$ cat src/rtl/pipe_hazard_ctrl.sv
// Pipeline sequencing controller: load-use stalls, branch flushes, multi-cycle multiply hold, memory wait freeze.
// Optional PIPE_HAZARD_PERF_EN adds free-running Stall_Cnt / Flush_Cnt event counters.
module pipe_hazard_ctrl #(
  parameter int MUL_LAT = 4,
  parameter int CNT_W   = 4
) (
  input  logic        Clk,
  input  logic        Clrn,
  input  logic [4:0]  ID_Rs,
  input  logic [4:0]  ID_Rt,
  input  logic        ID_UseRs,
  input  logic        ID_UseRt,
  input  logic        ID_MulStart,
  input  logic        EX_MemRead,
  input  logic [4:0]  EX_Rt,
  input  logic        EX_Taken,
  input  logic        Mem_Wait,
  output logic        PC_EN,
  output logic        IFID_EN,
  output logic        IFID_Flush,
  output logic        IDEX_EN,
  output logic        IDEX_Flush,
`ifdef PIPE_HAZARD_PERF_EN
  output logic [31:0] Stall_Cnt,
  output logic [31:0] Flush_Cnt,
`endif
  output logic        Stall
);

  typedef enum logic {RUN = 1'b0, MUL = 1'b1} state_t;

  // A single-cycle multiply never holds the front end, so the start is ignored.
  localparam logic             MUL_EN   = 1'(MUL_LAT >= 2);
  localparam logic [CNT_W-1:0] CNT_LOAD = CNT_W'((MUL_LAT >= 2) ? (MUL_LAT - 2) : 0);

  state_t           state, state_nxt;
  logic [CNT_W-1:0] cnt, cnt_nxt;

  logic rs_hit, rt_hit, loaduse, mul_busy, mulstall;

  assign rs_hit   = ID_UseRs && (ID_Rs == EX_Rt);
  assign rt_hit   = ID_UseRt && (ID_Rt == EX_Rt);
  assign loaduse  = EX_MemRead && (EX_Rt != 5'd0) && (rs_hit || rt_hit);
  assign mul_busy = (state == MUL) && (cnt != '0);
  assign mulstall = ((state == RUN) && ID_MulStart && MUL_EN && !loaduse) || mul_busy;

  always_ff @(posedge Clk or negedge Clrn) begin
    if (!Clrn) begin
      state <= RUN;
      cnt   <= '0;
    end else begin
      state <= state_nxt;
      cnt   <= cnt_nxt;
    end
  end

  always_comb begin
    state_nxt = state;
    cnt_nxt   = cnt;
    if (Mem_Wait) begin
      // Frozen pipeline still lets the multiplier run; the state stays put.
      cnt_nxt = (cnt != '0) ? (cnt - CNT_W'(1)) : '0;
    end else if (EX_Taken) begin
      state_nxt = RUN;
      cnt_nxt   = '0;
    end else if (!loaduse) begin
      if (mulstall) begin
        if (state == RUN) begin
          state_nxt = MUL;
          cnt_nxt   = CNT_LOAD;
        end else begin
          cnt_nxt = cnt - CNT_W'(1);
        end
      end else if (state == MUL) begin
        state_nxt = RUN;
      end
    end
  end

  always_comb begin
    PC_EN      = 1'b1;
    IFID_EN    = 1'b1;
    IFID_Flush = 1'b0;
    IDEX_EN    = 1'b1;
    IDEX_Flush = 1'b0;
    Stall      = 1'b0;
    if (!Clrn) begin
      PC_EN      = 1'b0;
      IFID_EN    = 1'b0;
      IFID_Flush = 1'b1;
      IDEX_EN    = 1'b0;
      IDEX_Flush = 1'b1;
    end else if (Mem_Wait) begin
      PC_EN   = 1'b0;
      IFID_EN = 1'b0;
      IDEX_EN = 1'b0;
      Stall   = 1'b1;
    end else if (EX_Taken) begin
      IFID_Flush = 1'b1;
      IDEX_Flush = 1'b1;
    end else if (loaduse || mulstall) begin
      // Hold IF/ID and PC, push one bubble into ID/EX.
      PC_EN      = 1'b0;
      IFID_EN    = 1'b0;
      IDEX_Flush = 1'b1;
      Stall      = 1'b1;
    end
  end

`ifdef PIPE_HAZARD_PERF_EN
  logic flush_evt;
  assign flush_evt = EX_Taken && !Mem_Wait;

  always_ff @(posedge Clk or negedge Clrn) begin
    if (!Clrn) begin
      Stall_Cnt <= '0;
      Flush_Cnt <= '0;
    end else begin
      if (Stall)     Stall_Cnt <= Stall_Cnt + 32'd1;
      if (flush_evt) Flush_Cnt <= Flush_Cnt + 32'd1;
    end
  end
`endif

endmodule

$ cat config.mk
export PLATFORM = sky130hd
export DESIGN_NAME = pipe_hazard_ctrl
export DESIGN_NICKNAME = d
export VERILOG_FILES = /design/src/rtl/pipe_hazard_ctrl.sv
export SDC_FILE = /design/constraint.sdc
export NUM_CORES = 1
export LEC_CHECK = 0
export ABC_AREA = 1
export BUFFER_PORTS_ARGS = -buffer_cell sky130_fd_sc_hd__buf_4
export CORE_MARGIN = 4
export CORE_UTILIZATION = 40
export CTS_CLUSTER_SIZE = 40
export DETAILED_ROUTE_END_ITERATION = 10
export GPL_TIMING_DRIVEN = 0
export PLACE_DENSITY_LB_ADDON = 0.25
export SLEW_MARGIN = 20
export SYNTH_ARGS = -nofsm -noshare
export SYNTH_HDL_FRONTEND = slang
export SYNTH_SLANG_ARGS = --single-unit
$ cat constraint.sdc
create_clock -name Clk -period 1.5 [get_ports Clk]
set_input_delay 0.225 -clock Clk [delete_from_list [all_inputs] [get_ports Clk]]
set_output_delay 0.225 -clock Clk [all_outputs]
set_load 0.01 [all_outputs]
[Word-level counts from Yosys, hierarchy flattened]
Index checks and enable logic that the tools add are counted.
Storage, ports and cells
  bits in registers: 5
  latch bits: 0
  bits in writable memories: 0
  memory bits (read-only): 0
  input bits: 23
  output and inout bits: 6
  word-level logic and storage cells: 50
  memories kept: 0
Operators by class
  $add $sub $neg: 1
  multiply operators: 0
  divide/modulo/power cells: 0
  $lt $le $gt $ge: 0
  equal/unequal tests: 4
  shift operators: 0
  multiplexer cells: 25
  bitwise logic cells: 2
  reduce and logical (&&, ||, !) cells: 16
Operators with widths (count)
  4-bit 2-to-1 mux: 6
  1-bit 2-to-1 mux: 19
  5-bit equality test: 2
  1-bit logical AND: 7
  5-bit nonzero test: 1
  2-bit AND reduction: 2
  4-bit nonzero test: 1
  4-bit by 1-bit subtractor with 4-bit output, second input constant: 1
  1-bit logical OR: 3
  3-bit != test, second input constant: 1
  3-bit nonzero test: 1
  2-bit != test, second input constant: 1
  1-bit inverter: 2
  1-bit zero test: 1

[Depth between registers and ports, before layout]
Gate-level depths: netlist (run 1).
  word-level depth: 12
  mapped depth: 11
  gate-level depth less buffers: 11

[Least setup slack after synthesis (run 1)]
Ideal clock, no wire load.
  path kind: register -> output
  from: register cnt[0]
  to: output port PC_EN
  data arrival time: 1.391 ns
  data required time: 1.275 ns
  slack: -0.116 ns
  stages on the path, launching flop included: 10
  buffers on the path: 1
  path through: dfrtp_1 > inv_1 > ha_1 > nand2_1 > inv_1 > nor2_1 > inv_1 > nand4_1 > a21oi_1 > buf_4
Between the ends
  cells in the longest elaborated chain, start to end: 8
Ends and longest elaborated chain
  start: declaration: RTL line 37  | logic [CNT_W-1:0] cnt, cnt_nxt;
  start signal: assignment: RTL line 53  | cnt <= cnt_nxt;
  4-bit nonzero test: RTL line 44  | assign mul_busy = (state == MUL) && (cnt != '0);
  1-bit logical AND: RTL line 44
  1-bit logical OR: RTL line 45  | assign mulstall = ((state == RUN) && ID_MulStart && MUL_EN && !loaduse) || mul_busy;
  1-bit logical OR: RTL line 101  | end else if (loaduse || mulstall) begin
  1-bit 2-to-1 mux (4 in series)
  end: declaration: RTL line 18  | output logic PC_EN,
Every way passes these cells.

[Worst setup path after layout (run 1)]
  from: register cnt[1]
  to: output port PC_EN
Between the ends
  cells in the longest elaborated chain, start to end: 8
Ends and longest elaborated chain
  4-bit nonzero test: RTL line 44
  1-bit logical AND: RTL line 44
  1-bit logical OR: RTL line 45
  1-bit logical OR: RTL line 101
  1-bit 2-to-1 mux: RTL line 101
  1-bit 2-to-1 mux: RTL line 98  | end else if (EX_Taken) begin
  1-bit 2-to-1 mux: RTL line 93  | end else if (Mem_Wait) begin
  1-bit 2-to-1 mux: RTL line 87  | if (!Clrn) begin
Every way passes these cells.

==> impl_metrics.tcl, run 1 <==
set metrics [dict create \
    track_usage_pct 18.4 \
    max_stage_delay_ns 0.37 \
    layout_min_cycle_time_ns 1.82 \
    path_depth 10 \
    drt-initial-drc-count 19 \
    ys_types 18 \
    die_area_mm2 0.00225 \
    cts_sinks 5 \
    syn2layout_area_growth_pct 56.9 \
    synth_fa_ha_area_share_pct 2.02 \
    cp_data_required_time_ns 1.27 \
    setup_violations 4 \
    fillers 129 \
    cp_common_cell "inv_2" \
    ys_warn_count 0 \
    multi_input_area_um2 414 \
    die_y_um 47.4 \
    cts_max_level 1 \
    clock-root-buffer "clkbuf_4" \
    regArea_um2 125 \
    status "finished, violations left" \
    cp_slowest_cell "dfrtp_1" \
    min_period_over_period_pct 121 \
    synth_top_cell_area_share_pct 25.4 \
    arrival_ns 1.59 \
    fin_setup_tns_ns -1.04 \
    place_hpwl_mm 1.34 \
    rsz0062_at_grt "yes" \
    ctsLongestPathBuffers 2 \
    synthMuxAreaShare_pct 0 \
    hold_path.startpoint "EX_Taken" \
    synth_common_cells "42 x nand2_1, 21 x inv_1, 17 x nor2_1, 10 x nand3_1" \
    synth_cells 116 \
    yosys.area_share.simple_pct 51.2 \
    rows 13 \
    reg2reg_depth 10 \
    ant_nets 0 \
    crit_path_start_kind "flip-flop" \
    tightestPinTransition_ns 0.285 \
    crit_chain "inv_1 > ha_2 > nand2_2 > inv_2 > nor2_4 > inv_2 > nand4_1 > a21oi_2 > buf_4 > buf_6" \
    fin_skew_ns 0.00535 \
    synth_area_leaders "nand2_1 25%, dfrtp_1 20%, inv_1 13%, nor2_1 10%, nand3_1 8.1%" \
    grt_max_degree 9 \
    drt-total-wl_mm 1.76 \
    power_density_mw_per_mm2 1120 \
    hold_end "cnt[2]" \
    worst_r2r_endpoint "cnt[0]" \
    ir_drop_mv 0.627 \
    hold_class "in2reg" \
    synth_xor_area_share_pct 2.82 \
    hold_violations 0 \
    r2r_start "cnt[1]" \
    ios 29 \
    coreArea_mm2 0.00138 \
    path_buf_inv 5 \
    numCtsBuffers 3 \
    r2r_setup_slack_ns 0.03 \
    fmax_mhz 550 \
    syn_area_per_cell_um2 5.35 \
    antenna_found_initial 0 \
    grt_pass1_vias 751 \
    clock_latency_ns 0.25 \
    ys_seq_elements 5 \
    dr.pass1.iters 4 \
    grt_overflow 0 \
    synth_compound_area_share_pct 6.85 \
    diodes 0 \
    critical-path-top-delay-family "buffers and inverters" \
    drive_above_1_share_pct 35.9 \
    synth_area_um2 621 \
    layout_setup_ws_ns -0.319 \
    crit_fanout 2 \
    start_util_pct 44.9 \
    synth-edff-count 0 \
    synth_area_leader_cell "nand2_1" \
    critical_path_class "reg2out" \
    p_leak_uw 0.000602 \
    place.gp.congestion 0.766 \
    hold_path_depth 4 \
    async_reset_ff_share_pct 100 \
    cap_viol_max_count 0 \
    wire_per_inst_um 10.3 \
    synth_top_family_by_area "simple AND/OR/NAND/NOR gates" \
    end_kind "primary output" \
    yosysSeqAreaShare_pct 20.2 \
    via_per_inst 4.70 \
    die_w_um 47.4 \
    io_buffers 28 \
    fin_hold_ws_ns 0.300 \
    clk_pin_slew_ns 0.05 \
    synth_ff_type "dfrtp_1" \
    cts_tree "done" \
    slew_viol_final 0 \
    drc 0 \
    relSlewSlack_pct 80.9 \
    syn_nets 140 \
    grt_pass1_wl_mm 2.90 \
    yosysMostFrequentCell "nand2_1" \
    violations "negative setup slack" \
    vias 803 \
    finalNetCount 181 \
]
[power by group]
part	switching, uW	internal [uW]	leakage (uW)
logic	333	353	0.000522
clock network	65.6	101	0.0000150
registers	46.3	193	0.0000648
[worst max-delay path by stage]
stage / start / slack (ns) / end
6_report: cnt[1] / -0.32 / PC_EN
5_1_grt: cnt[1] / -0.42 / PC_EN
4_1_cts: cnt[0] / -0.30 / PC_EN
3_5_place_dp: cnt[0] / -0.15 / PC_EN
3_3_place_gp: cnt[0] / -0.10 / PC_EN
2_1_floorplan: cnt[0] / -0.03 / PC_EN
[per-stage QoR]
stage	utilization [%]	std cells	total power (uW)	setup WS [ns]	area, um2
CTS	69.2	170	1050	-0.304	957
finish	70.4	171	1090	-0.319	973
detailed placement	62.1	159	742	-0.153	858
floorplan	-	116	599	-0.0341	629
global placement	62.1	159	724	-0.104	858
global route	70.4	171	1190	-0.422	973
[what timing repair did]
item | 4_1_cts | 5_1_grt
setup endpoints to repair | 4 | 8
hold buffers | 1 | 0
endpoints found under the hold margin | 5 | 0
buffers inserted | 6 | 1
pin swaps | 5 | 3
resized for setup | 6 | 3
[final cells by class]
class | count | share of cell area [%]
clock buffer | 4 | 2.70
inverter | 26 | 10.0
timing repair buffer | 36 | 29.2
multi-input combinational | 84 | 42.5
sequential | 5 | 12.9
tap | 15 | 1.93
buffer | 1 | 0.771
[layout by cell type, fill, tap and decap left out, types with 2 or more instances in the layout]
master	count
inv_1	19
buf_4	33
nand3_1	9
inv_2	7
nand4_1	2
buf_6	3
o21ai_0	2
nor2_1	16
nand2_2	3
nand2_1	40
dfrtp_1	5
xnor2_1	2
clkbuf_4	3
nor2_4	2
[sequential cells by signal, indices dropped and copies added (netlist names)]
register and flops:
cnt 4, state 1
[metal layers]
| layer | up-vias | global-route usage, % | part of all wire, % |
|---|---|---|---|
| met1 | 348 | 20.9 | 40 |
| met2 | 26 | 33.2 | 51 |
| li1 | 425 | - | - |
| met4 | 0 | 7.73 | 2.2 |
| met5 | - | 0 | 0 |
| met3 | 4 | 3.45 | 7.2 |
[worst min-delay path, stage by stage]
cell and delay [ns]:
buf_4 0.10, nor2_4 0.06, nand3_1 0.08, nand2_1 0.05
[cells by family (layout without fill, tap and decap cells)]
family	Yosys count	after routing
adders and majority gates	1	1
xor gates and xnor gates	2	2
DFF	5	5
AOI/OAI and AO/OA	6	6
buffers and inverters	27	67
and+or+nand+nor	75	75
Power figures use the tool's default switching activity.
==> inputs of run 2 (changes only) <==
- PLACE_DENSITY: not set -> 0.8
- PLACE_DENSITY_LB_ADDON: 0.25 -> not set
==> impl_metrics.tcl, run 2 (synthesized netlist as in run 1, its figures left out) <==
set metrics [dict create \
    max_stage_delay_ns 0.38 \
    route.met3.wl_um 123 \
    ios 29 \
    ant_nets 0 \
    p_leak_uw 0.000596 \
    setup_violations 7 \
    vias 808 \
    grt_max_degree 9 \
    die_y_um 47.4 \
    relSlewSlack_pct 82.2 \
    die_area_mm2 0.00225 \
    dr.max_layer_used "met4" \
    ctsLongestPathBuffers 2 \
    end_kind "primary output" \
    grt_pass1_wl_mm 2.82 \
    hold_class "in2reg" \
    io_buffers 28 \
    cts_sinks 5 \
    cp_slowest_cell "dfrtp_1" \
    layout_min_cycle_time_ns 1.88 \
    antenna_found_initial 0 \
    numCtsBuffers 3 \
    hold_violations 0 \
    clock-root-buffer "clkbuf_4" \
    preCtsSetupSlack_ns -0.173 \
    drive_above_1_share_pct 37.4 \
    finalNetCount 180 \
    tightestPinTransition_ns 0.267 \
    coreArea_mm2 0.00138 \
    crit_fanout 3 \
    crit_chain "inv_1 > ha_2 > nand2_2 > inv_2 > nor2_4 > inv_2 > nand4_1 > a21oi_2 > buf_4 > buf_6" \
    final_common_cell "nand2_1" \
    path_buf_inv 5 \
    critical-path-top-delay-family "buffers and inverters" \
    track_usage_pct 17.9 \
    ir_drop_mv 0.817 \
    fin_skew_ns 0.00668 \
    drt-total-wl_mm 1.83 \
    cp_common_cell "inv_2" \
    drc 0 \
    violations "negative setup slack" \
    clock_latency_ns 0.25 \
    min_period_over_period_pct 125 \
    status "finished, violations left" \
    crit_path_start_kind "flip-flop" \
    critical_path_class "reg2out" \
    arrival_ns 1.65 \
    grt_overflow 0 \
    power.total_uw 1120 \
    via_per_inst 4.75 \
    wire_per_inst_um 10.8 \
    fmax_mhz 533 \
    largest_reg_flops 4 \
    grt_pass1_vias 713 \
    reg_top3 "cnt: 4 flops, state: 1 flops" \
    start_util_pct 44.9 \
    fin_setup_tns_ns -1.17 \
    dr.pass1.iters 4 \
    cts_max_level 1 \
    place_hpwl_mm 1.34 \
    syn2layout_area_growth_pct 56.3 \
    clk_pin_slew_ns 0.04 \
    cts_tree "done" \
    regMostFlops "cnt" \
    rsz0062_at_grt "yes" \
    mostFrequentLayoutCells "37 x nand2_1, 33 x buf_4, 19 x inv_1, 16 x nor2_1, 9 x nand3_1" \
    die_w_um 47.4 \
    place.gp.congestion 0.780 \
    final_util_pct 70.1 \
    drt-initial-drc-count 15 \
    rows 13 \
    slew_viol_final 0 \
    power_density_mw_per_mm2 1150 \
    cap_viol_max_count 0 \
    diodes 0 \
    wl_met2_um 919 \
    layout_setup_ws_ns -0.376 \
    cp_data_required_time_ns 1.27 \
    met1Wirelength_um 759 \
]
## run 2: cell count changes in the layout (fill, tap and decap cells not counted)
cell	change
nand2_2	+3
buf_6	-1
nand2_1	-3
## run 2: final cells by class
cell class / count / area, um2
Multi-Input combinational cell: 84 / 422
Fill cell: 123 / 413
Timing Repair Buffer: 35 / 273
Sequential cell: 5 / 125
Inverter: 26 / 97.6
Clock buffer: 4 / 26.3
Tap cell: 15 / 18.8
Buffer: 1 / 7.51
## run 2: what timing repair did
action / CTS / global route
hold buffers: 1 / 0
pin swaps: 4 / 6
endpoints found under the setup margin: 4 / 9
hold endpoints to repair: 5 / 0
gates resized for setup: 6 / 5
setup buffers: 2 / 5
## run 2: tightest hold or removal path, stage by stage
cell	delay [ns]
buf_4	0.10
nor2_4	0.06
nand3_1	0.08
nand2_1	0.05
## run 2: power breakdown
part	internal, uW	switching (uW)
Clock	101	62.8
Combinational	349	357
Sequential	193	53.9
Total	643	474
## run 2: per-stage QoR
step,hold WS (ns),instances,cell area [um2]
finish,0.307,170,970
global route,0.315,170,970
CTS,0.290,166,925
detailed placement,0.0491,159,858
global placement,0.0459,159,858
floorplan,-0.0706,116,629
## run 2: final timing paths
path	endpoint	slack (ns)	start	cells past startpoint
max in group asynchronous	cnt[3]	0.88	Clrn	2
worst max-delay path	PC_EN	-0.38	cnt[1]	10
worst max register to register	cnt[0]	-0.01	cnt[1]	10
worst min register to register	cnt[3]	0.56	cnt[3]	2
min in group asynchronous	cnt[2]	0.40	Clrn	2
worst min-delay path	cnt[1]	0.31	EX_Taken	4
## run 2: per-layer routing
layer	GRT usage, %	up-vias
met5	0	-
met4	4.97	0
met3	4.60	4
met2	31.6	27
met1	21.1	353
li1	-	424
